`config.mk`:
```
export PLATFORM = sky130hd
export DESIGN_NAME = mux_4x1_rr_sequencer
export DESIGN_NICKNAME = d
export VERILOG_FILES = /design/src/rtl/mux_4x1_rr_sequencer.sv
export SDC_FILE = /design/constraint.sdc
export NUM_CORES = 1
export LEC_CHECK = 0
export ABC_AREA = 0
export BUFFER_PORTS_ARGS = -buffer_cell sky130_fd_sc_hd__buf_2
export CORE_AREA = 2 2 39 41
export DETAILED_ROUTE_END_ITERATION = 7
export DIE_AREA = 0 0 41 43
export PLACE_DENSITY = 0.69
export SLEW_MARGIN = 5
export SYNTH_ARGS = -nofsm -noshare
export SYNTH_HDL_FRONTEND = slang
export SYNTH_SLANG_ARGS = --single-unit
```
`constraint.sdc`:
```
create_clock -name clk -period 4 [get_ports clk]
set_clock_uncertainty 0.15 [all_clocks]
set_input_delay 0.6 -clock clk [delete_from_list [all_inputs] [get_ports clk]]
set_output_delay 0.6 -clock clk [all_outputs]
set_load 0.02 [all_outputs]
```
`src/rtl/mux_4x1_rr_sequencer.sv`:
```
// Round-robin sequencer for a 4:1 mux.
// It picks a requesting channel and drives the mux selects. After one
// settle cycle it captures the mux output. It then holds that word on a
// valid/ready port until it is accepted, and acknowledges the served channel.
//
// Output handshake: the word transfers on a rising edge where out_valid and
// out_ready are both 1. Once out_valid rises, out_data and the selects stay
// frozen until that transfer happens. ack[g] is the transfer strobe for the
// granted channel.
module mux_4x1_rr_sequencer #(
    parameter int WIDTH = 3
) (
    input  logic             clk,
    input  logic             rst,
    input  logic [3:0]       req,
    input  logic [WIDTH-1:0] y_in,
    output logic             s1,
    output logic             s0,
    output logic [WIDTH-1:0] out_data,
    output logic             out_valid,
    input  logic             out_ready,
    output logic [3:0]       ack,
    output logic [1:0]       state_dbg
);

    typedef enum logic [1:0] {
        IDLE   = 2'd0,
        SETTLE = 2'd1,
        HOLD   = 2'd2
    } state_t;

    state_t           state_q, state_d;
    logic [1:0]       g_q, g_d;
    logic [1:0]       last_q, last_d;
    logic [WIDTH-1:0] data_q, data_d;
    logic             valid_q, valid_d;

    logic [1:0]       arb_idx;
    logic             arb_found;

    // Round-robin search: first requester at or after last+1, wrapping 3 -> 0.
    always_comb begin
        logic [1:0] cand;
        arb_idx   = last_q + 2'd1;
        arb_found = 1'b0;
        cand      = 2'd0;
        for (int k = 1; k <= 4; k++) begin
            cand = last_q + 2'(k);
            if (!arb_found && req[cand]) begin
                arb_idx   = cand;
                arb_found = 1'b1;
            end
        end
    end

    // Next-state logic. Every register holds its value unless a state acts on it.
    always_comb begin
        state_d = state_q;
        g_d     = g_q;
        last_d  = last_q;
        data_d  = data_q;
        valid_d = valid_q;
        case (state_q)
            IDLE: begin
                // The grant only moves when some channel is asking.
                if (arb_found) begin
                    g_d     = arb_idx;
                    state_d = SETTLE;
                end
            end
            SETTLE: begin
                // The select has been stable for a full cycle, so y_in is
                // valid now. The word is committed even if req drops here.
                data_d  = y_in;
                valid_d = 1'b1;
                state_d = HOLD;
            end
            HOLD: begin
                if (out_ready) begin
                    valid_d = 1'b0;
                    last_d  = g_q;
                    state_d = IDLE;
                end
            end
            default: begin
                state_d = IDLE;
                valid_d = 1'b0;
            end
        endcase
    end

    // State registers. Reset wins over everything and drops any in-flight word.
    always_ff @(posedge clk) begin
        if (rst) begin
            state_q <= IDLE;
            g_q     <= 2'd0;
            last_q  <= 2'd3;
            data_q  <= '0;
            valid_q <= 1'b0;
        end else begin
            state_q <= state_d;
            g_q     <= g_d;
            last_q  <= last_d;
            data_q  <= data_d;
            valid_q <= valid_d;
        end
    end

    // Acknowledge the granted channel only during an actual transfer in HOLD.
    always_comb begin
        ack = 4'b0000;
        if (state_q == HOLD && valid_q && out_ready) begin
            ack[g_q] = 1'b1;
        end
    end

    assign s1        = g_q[1];
    assign s0        = g_q[0];
    assign out_data  = data_q;
    assign out_valid = valid_q;
    assign state_dbg = state_q;

endmodule

```
==> results by group, run 1 <==
Yosys
  – Yosys cell types: 23
  – Post-synth EDFFs: 0
  – Syn nets: 72
  – Synth top area share: 39.7%
  – Synth cell count leaders: nor2_1 (13), dfxtp_1 (10), inv_1 (4), nand2_1 (4), nor2b_1 (4)
  – Dominant cell type by area after synthesis: dfxtp_1
  – Largest cells by area after synthesis: dfxtp_1 (40%), nor2_1 (9.7%), mux2i_1 (6.0%)
  – Top_reg_cell synth: dfxtp_1
  – Asr flop ratio synth: 0%
  – Yosys warns: 0
  – Mapped Avg Cell Area: 8.13 sq um
  – Post-synthesis sequential area ratio: 39.7%
  – Synth Register Bits: 10
  – Top-count cell post-synth: nor2_1
  – Synth Cell Area: 504 sq um
  – Cells after Synth: 62

Placed design
  – Placed Instances: about 100
  – Placed cell areas: 626 sq um
  – PortBufs: 21
  – Dpl ws: 1.73 ns
  – Post-DP HPWL: 792 microns
  – GP Congestion: roughly 0.76

Worst setup path
  – Setup CP Type: reg -> out
  – Crit path max-delay family: simple AND/OR/NAND/NOR gates
  – CP max stage delay: roughly 0.40 ns
  – Crit path capture type: output port
  – CP max-delay cell: dfxtp_1
  – Critical path data required time: 3.25 ns
  – Critical path launch point type: flip-flop
  – Crit Path Max Fanout: 6
  – Critical path, cell by cell: nand2_1 > nor2_1 > nand2_1 > nor3b_1 > buf_2
  – Most used cell along the critical path: nand2_1
  – CP bufs+invs: 1
  – Crit path arrival time: 1.51 ns

CTS
  – Clk Latency, worst-skew pair: approximately 0.26 ns
  – Max Root-Sink Buffers: 2
  – Root buf cell: clkbuf_4
  – CTS buffer count: 3
  – Hold Buf Count CTS: 0
  – Post-CTS Setup Repair Bufs: 0
  – Num Clock Sinks: 10
  – CTS resizes: 0
  – CTS clk-pin slew, worst paths: 0.07 ns
  – Htree depth: 1
  – CTS tree: done

Route
  – WL met3: 32 microns
  – Top Metal Used: met3
  – Drt first pass iters: 4
  – Post-route ant nets: 0
  – Wire length on met1: 520 microns
  – DR vias: 510
  – Remaining DRCs: 0
  – Via density: 5.00
  – Routed length per instance: 10.6 microns
  – Overall routed net length: around 1.1 mm
  – Routed wl met2: roughly 530 microns
  – Starting DRT DRC Count: 9

Layout
  – Post-Layout Cell Count: 102
  – Area growth from synthesis to layout: 31.3%
  – Util after Layout: 47.8%
  – Layout cell share with drive strength beyond 1: about a third
  – Diode count: 0
  – Design Area, Final: 662 sq um
  – Layout Nets: 97

Status
  – Status: completed

STA
  – Slew of the pin with the lowest slew margin: 0.410 ns
  – Max-slew headroom: ~73%
  – Setup ws final: 1.74 ns
  – TNS Setup: 0 ns
  – RSZ-0062 raised after global routing: false
  – Period minus WS final: 2.26 ns
  – Final hold violations: 0
  – Setup violators final: 0
  – Final Slew Violations: 0
  – Max Fclk: 0.442 GHz
  – Final worst path period share: 56.6%
  – Final hold slack: 0.351 ns

Floorplan
  – Starting Density: 36.4%
  – Die Area: 0.00176 sq mm
  – Chip width: 41 microns
  – Die Span Y: around 43 microns
  – Core Area: 0.00138 sq mm
  – I/O pin count: 22
  – Std cell rows: 14

Job
  – Max-cap violations: 0

GRT
  – Global route overflow: 0
  – Global-route wire length before repair: ~1.7 mm
  – Pin count of the biggest net entering global routing: 11
  – Initial antenna violation count: 0
  – Vias in the first global route: 414
  – Global Route Usage Sum: 13.9%

Worst hold path
  – HP Class: reg -> reg

Pwr
  – Leak: between 0.3 and 0.4 nW
  – Power Total: 0.271 mW
  – Pwr/cell area: 410 mW/mm^2
  – Peak VDD IR: 175 uV
worst reg2reg max path, stage by stage (launching register included):
cell	delay, ns
dfxtp_1	0.38
or3_1	0.38
a31o_1	0.23
a311oi_2	0.21
power by group:
| part | total, mW | switching, mW | internal [mW] | leakage (nW) |
|---|---|---|---|---|
| Sequential | 0.119 | 0.0104 | 0.109 | 0.0823 |
| Combinational | 0.0596 | 0.0343 | 0.0254 | 0.220 |
| Clock | 0.0924 | 0.0371 | 0.0552 | 0.0210 |
area by class of cell:
cell class / count / area (sq um)
well taps: 16 / 20.0
clock buffers: 4 / 36.3
fillers: 138 / 722
multi-input cells: 47 / 285
repair buffers: 21 / 105
inverters: 4 / 15.0
flip-flops and latches: 10 / 200
registers in the layout, indices dropped and copies added (netlist names):
name	count
last_q	2
out_data	3
state_dbg	2
out_valid	1
g_q	2
cell usage in the layout (no fill, tap or decap), types with 2 or more instances in the layout:
master / count
mux2i_1: 3
nor3b_1: 2
o21ai_0: 2
clkbuf_4: 3
a211o_1: 2
inv_1: 4
nor3_1: 3
nand2_1: 4
nor2_1: 13
dfxtp_1: 10
o22ai_1: 2
buf_2: 21
nor2b_1: 4
a21oi_1: 2
final timing paths:
path | from | endpoint | slack [ns] | cells past startpoint
worst max register to register | last_q[1] | g_q[1] | 2.57 | 3
worst min register to register | out_data[0] | out_data[0] | 0.35 | 2
worst max-delay path | state_dbg[1] | ack[1] | 1.74 | 5
worst min-delay path | out_data[0] | out_data[0] | 0.35 | 2
routing by layer:
| layer | vias up | track usage, % |
|---|---|---|
| met3 | 0 | 1.57 |
| met2 | 7 | 20.6 |
| met4 | 0 | 8.00 |
| li1 | 268 | - |
| met1 | 235 | 18.7 |
| met5 | - | 0 |
cell families (layout without fill, tap and decap cells):
logic type      Yosys count  in the layout  synth area share [%]
compound gates           14             14                  21.8
mux                       3              3                  5.96
flops                    10             10                  39.7
buf+inv                   5             29                  3.72
simple gates             30             30                  28.8
(Power assumes the default switching activity.)
==> run 2, diff against run 1 <==
==> constraint.sdc (replaced) <==
create_clock -name clk -period 2.25 [get_ports clk]
set_clock_uncertainty 0.15 [all_clocks]
set_input_delay 0.3375 -clock clk [delete_from_list [all_inputs] [get_ports clk]]
set_output_delay 0.3375 -clock clk [all_outputs]
set_load 0.02 [all_outputs]
==> results by group, run 2 (synthesis gave the netlist of run 1 again) <==
Route
  – Remaining DRCs: 0
  – Post-route ant nets: 0
  – Overall routed net length: 1.06 mm
  – Starting DRT DRC Count: 12
  – Routed length per instance: approximately 11 microns
  – Via density: 5.04
  – DR vias: 509
  – Drt first pass iters: 4

Floorplan
  – Starting Density: 36.4%
  – Std cell rows: 14
  – Die Area: 0.00176 sq mm
  – I/O pin count: 22
  – Core Area: 0.00138 sq mm
  – Die Span Y: 43 microns
  – Chip width: 41 microns

Worst setup path
  – Crit path arrival time: 1.53 ns
  – Critical path data required time: around 1.8 ns
  – CP max-delay cell: dfxtp_1
  – Number of cells on the critical path: 5
  – Crit path max-delay family: simple AND/OR/NAND/NOR gates
  – Most used cell along the critical path: nand2_1
  – Crit path capture type: output port
  – Critical path, cell by cell: nand2_1 > nor2_1 > nand2_1 > nor3b_1 > buf_2
  – Critical path launch point type: flip-flop
  – Setup CP Type: reg -> out
  – Crit Path Max Fanout: 6
  – FF-to-FF path depth: 3
  – CP bufs+invs: 1
  – CP max stage delay: 0.39 ns

GRT
  – Global Route Usage Sum: 13.6%
  – Met2 GRT Util: 20.3%
  – Initial antenna violation count: 0
  – Global-route wire length before repair: around 1.7 mm
  – Global route overflow: 0
  – Pin count of the biggest net entering global routing: 11
  – Met3 Use GR: between 3 and 4%
  – Most crowded layer after global routing: met2
  – Met1 Use GR: 18.0%
  – Vias in the first global route: 413

Layout
  – Area growth from synthesis to layout: 28.5%
  – Multi-input gate area: roughly 290 sq um
  – Diode count: 0
  – Layout Nets: 97
  – Max reg flops: 3
  – Most frequent cells in the layout: buf_2 (21), nor2_1 (13), dfxtp_1 (10)
  – Commonest non-fill, non-tap cell in the layout: buf_2
  – Register Area: 200 sq um
  – FILL cells: 144
  – Util after Layout: a little under half
  – Layout cell share with drive strength beyond 1: 30.6%

Job
  – Max-cap violations: 0

CTS
  – Root buf cell: clkbuf_4
  – CTS tree: done
  – Num Clock Sinks: 10
  – Post-CTS Setup Repair Bufs: 0
  – CTS clk-pin slew, worst paths: 0.06 ns
  – CTS resizes: 0
  – Clk Latency, worst-skew pair: 0.26 ns
  – Max Root-Sink Buffers: 2
  – CTS buffer count: 3
  – Htree depth: 1
  – Hold Buf Count CTS: 0

Status
  – Status: completed

STA
  – Final worst path period share: 89.9%
  – Final hold violations: 0
  – Final hold slack: 0.173 ns
  – RSZ-0062 raised after global routing: false
  – Setup violators final: 0
  – Max Fclk: 0.495 GHz
  – Max-slew headroom: 74.5%
  – Period minus WS final: 2.02 ns
  – Slew of the pin with the lowest slew margin: roughly 0.38 ns
  – TNS Setup: 0 ns
  – Final Slew Violations: 0

Placed design
  – Post-DP HPWL: between 700 and 800 microns
  – GP Congestion: approximately 0.76
  – PortBufs: 21

Pwr
  – Peak VDD IR: 252 uV
  – Leak: 0.317 nW
  – Pwr/cell area: between 600 and 700 mW/mm^2

Worst hold path
  – HP Class: in -> reg
  – Worst Hold Depth: 3
-- run 2: changes by cell type in the layout (fill, tap and decap cells not counted), sizes merged --
cell    change
clkbuf      -1
-- run 2: metal layers --
metal  wire [microns]  part of all wire (%)
met3               41                   3.9
met5                0                     0
met1              508                    48
met4               11                   1.0
met2              502                    47
-- run 2: power by group --
group	switching [mW]	total, mW	internal, mW
registers	0.0189	0.213	0.194
clock network	0.0574	0.119	0.0616
logic	0.0605	0.106	0.0451
total	0.137	0.437	0.301
-- run 2: final cells by class --
class                      instances  share of cell area [%]
multi-input combinational         47                    44.0
clock buffer                       3                    3.47
timing repair buffer              21                    16.2
tap                               16                    3.09
sequential                        10                    30.9
inverter                           4                    2.32
-- run 2: worst paths after layout --
path,startpoint,endpoint,slack (ns)
min reg2reg,out_data[1],out_data[1],0.34
max,state_dbg[1],ack[1],0.23
min,y_in[0],out_data[0],0.17
max reg2reg,last_q[1],g_q[1],0.81
-- run 2: through the flow --
stage	power, mW	std cells	cell area, sq um	setup slack (ns)
4_1_cts	0.444	101	648	0.219
2_1_floorplan	0.286	62	504	0.296
5_1_grt	0.465	101	648	0.0529
3_5_place_dp	0.322	98	626	0.483
3_3_place_gp	0.321	98	626	0.534
6_report	0.437	101	648	0.228
-- run 2: worst reg2reg max path, stage by stage (launching register included) --
cell and delay, ns:
dfxtp_1 0.37, or3_1 0.39, a31o_1 0.23, a311oi_2 0.21
==> run 3, diff against run 2 <==
--- a/config.mk
+++ b/config.mk
@@ -5,12 +5,11 @@
 export SDC_FILE = /design/constraint.sdc
 export NUM_CORES = 1
 export LEC_CHECK = 0
-export ABC_AREA = 0
+export ABC_AREA = 1
 export BUFFER_PORTS_ARGS = -buffer_cell sky130_fd_sc_hd__buf_2
-export CORE_AREA = 2 2 39 41
+export CORE_UTILIZATION = 50
 export DETAILED_ROUTE_END_ITERATION = 7
-export DIE_AREA = 0 0 41 43
-export PLACE_DENSITY = 0.69
+export PLACE_DENSITY = 0.8
 export SLEW_MARGIN = 5
 export SYNTH_ARGS = -nofsm -noshare
 export SYNTH_HDL_FRONTEND = slang
==> results by group, run 3 <==
Yosys
  – Yosys cell types: 19
  – Synth Area in Simple Gates: 57.6%
  – Synth Register Bits: 10
  – Compound-gate portion of the synthesized area: 6.66%
  – Mapped Avg Cell Area: about 6.3 sq um
  – Post-synth EDFFs: 0
  – Synth cell count leaders: nand2_1 (39), nor2_1 (13), nand3_1 (12)
  – Mux contribution to synthesized area: 0%
  – Dominant cell type by area after synthesis: dfxtp_1
  – Post-Synth Adder-Cell Area: 0%
  – Largest family of logic cells by synthesized area: simple AND/OR/NAND/NOR gates
  – Largest cells by area after synthesis: dfxtp_1 (26%), nand2_1 (19%), nand2_2 (8.9%)
  – Synth Cell Area: approximately 770 sq um
  – Yosys warns: 0
  – Synth top area share: 26.0%
  – Cells after Synth: 123
  – Synth Area in XOR/XNOR: 0%
  – Asr flop ratio synth: 0%
  – Syn nets: about 130
  – Top_reg_cell synth: dfxtp_1
  – Top-count cell post-synth: nand2_1
  – Post-synthesis sequential area ratio: roughly a quarter

Route
  – Routed length per instance: between 10 and 15 microns
  – Overall routed net length: roughly 1.7 mm
  – DR vias: 807
  – Post-route ant nets: 0
  – Drt first pass iters: 4
  – Starting DRT DRC Count: 5
  – Remaining DRCs: 0
  – Via density: 4.98

CTS
  – Htree depth: 1
  – Root buf cell: clkbuf_4
  – CTS clk-pin slew, worst paths: about 0.070 ns
  – Post-CTS Setup Repair Bufs: 0
  – Hold Buf Count CTS: 0
  – CTS tree: done
  – Max Root-Sink Buffers: 2
  – Clk Latency, worst-skew pair: 0.28 ns
  – Num Clock Sinks: 10
  – CTS buffer count: 3
  – CTS resizes: 0

STA
  – TNS Setup: 0 ns
  – Final Slew Violations: 0
  – Final hold violations: 0
  – Slew of the pin with the lowest slew margin: around 0.26 ns
  – RSZ-0062 raised after global routing: false
  – Max-slew headroom: 82.4%
  – Max Fclk: 0.568 GHz
  – Final worst path period share: about four fifths
  – Setup violators final: 0
  – Period minus WS final: 1.76 ns

Layout
  – Post-Layout Cell Count: ~160
  – Commonest non-fill, non-tap cell in the layout: nand2_1
  – Layout cell share with drive strength beyond 1: 33.3%
  – Most frequent cells in the layout: nand2_1 (39), buf_2 (21), nor2_1 (13)
  – Diode count: 0
  – Layout Nets: 158
  – Max reg flops: 3
  – Area growth from synthesis to layout: 18.8%

Pwr
  – Peak VDD IR: 350 uV
  – Pwr/cell area: 694 mW/mm^2
  – Leak: 0.509 nW

Placed design
  – Placed Instances: ~160
  – Post-DP HPWL: ~1.4 mm
  – PortBufs: 21
  – GP Congestion: 0.802

Worst setup path
  – Crit Path Max Fanout: 7
  – R2R setup slack: 0.57 ns
  – FF-to-FF End: g_q[0]
  – CP max-delay cell: dfxtp_1
  – Crit path capture type: output port
  – Reg2reg start: last_q[0]
  – CP max stage delay: 0.43 ns
  – Critical path launch point type: flip-flop
  – Critical path, cell by cell: nand4_1 > nor3_1 > buf_2
  – FF-to-FF path depth: 12
  – Crit path max-delay family: flip-flops
  – Setup CP Type: reg -> out
  – Crit path arrival time: 1.27 ns
  – Critical path data required time: 1.76 ns
  – CP bufs+invs: 1

GRT
  – Initial antenna violation count: 0
  – Pin count of the biggest net entering global routing: 12
  – Global Route Usage Sum: 23.7%
  – Vias in the first global route: 646
  – Global route overflow: 0
  – Global-route wire length before repair: around 2.6 mm

Worst hold path
  – Worst Hold Depth: 2
  – HP Class: in -> reg
  – Worst Hold End: state_dbg[1]
  – HP Start: rst

Floorplan
  – I/O pin count: 22
  – Die Area: 0.00170 sq mm
  – Std cell rows: 13
  – Chip width: 41.3 microns
  – Starting Density: 56.4%
  – Die Span Y: 41.3 microns
  – Core Area: about 0.0014 sq mm

Status
  – Status: completed

Job
  – Max-cap violations: 0
==> run 3: worst max path at each step <==
stage	start	to	slack (ns)	depth (start not counted)
final	state_dbg[1]	ack[0]	0.49	3
after global routing	state_dbg[1]	ack[0]	0.41	3
after CTS	state_dbg[1]	ack[0]	0.50	3
after detailed placement	last_q[0]	g_q[0]	0.60	12
after global placement	last_q[0]	g_q[0]	0.64	12
after floorplan	state_dbg[1]	ack[0]	0.57	2
==> run 3: cell type report <==
class / count / area [sq um]
clock buffers: 4 / 36.3
fillers: 133 / 450
inverters: 14 / 52.6
multi-input cells: 97 / 495
flip-flops and latches: 10 / 200
well taps: 15 / 18.8
repair buffers: 22 / 113
==> run 3: power breakdown <==
| group | switching [mW] | internal, mW | total, mW |
|---|---|---|---|
| combinational | 0.161 | 0.0805 | 0.242 |
| clock | 0.0700 | 0.0985 | 0.169 |
| sequential | 0.0234 | 0.202 | 0.225 |
| total | 0.254 | 0.381 | 0.635 |
==> run 3: cells by family (layout without fill, tap and decap cells) <==
| group | count (synthesis) | in the layout |
|---|---|---|
| flops | 10 | 10 |
| simple gates | 89 | 89 |
| compound gates | 8 | 8 |
| buf+inv | 16 | 40 |
==> run 3: through the flow <==
step / utilization [%] / setup slack (ns) / area, sq um / hold WS, ns / total power [mW]
CTS: 67.0 / 0.502 / 916 / 0.106 / 0.636
finish: 67.0 / 0.490 / 916 / 0.101 / 0.635
floorplan: - / 0.573 / 771 / 0.257 / 0.411
global route: 67.0 / 0.411 / 916 / 0.117 / 0.676
global placement: 64.4 / 0.643 / 880 / 0.339 / 0.465
detailed placement: 64.4 / 0.601 / 880 / 0.350 / 0.470
==> run 3: layer usage <==
layer  track usage [%]  up-vias  share of wire, %
met4              7.26        0               1.4
met3              4.89        3               3.5
met5                 0        -                 0
met2              42.2       16                47
li1                  -      432                 -
met1              28.1      356                48
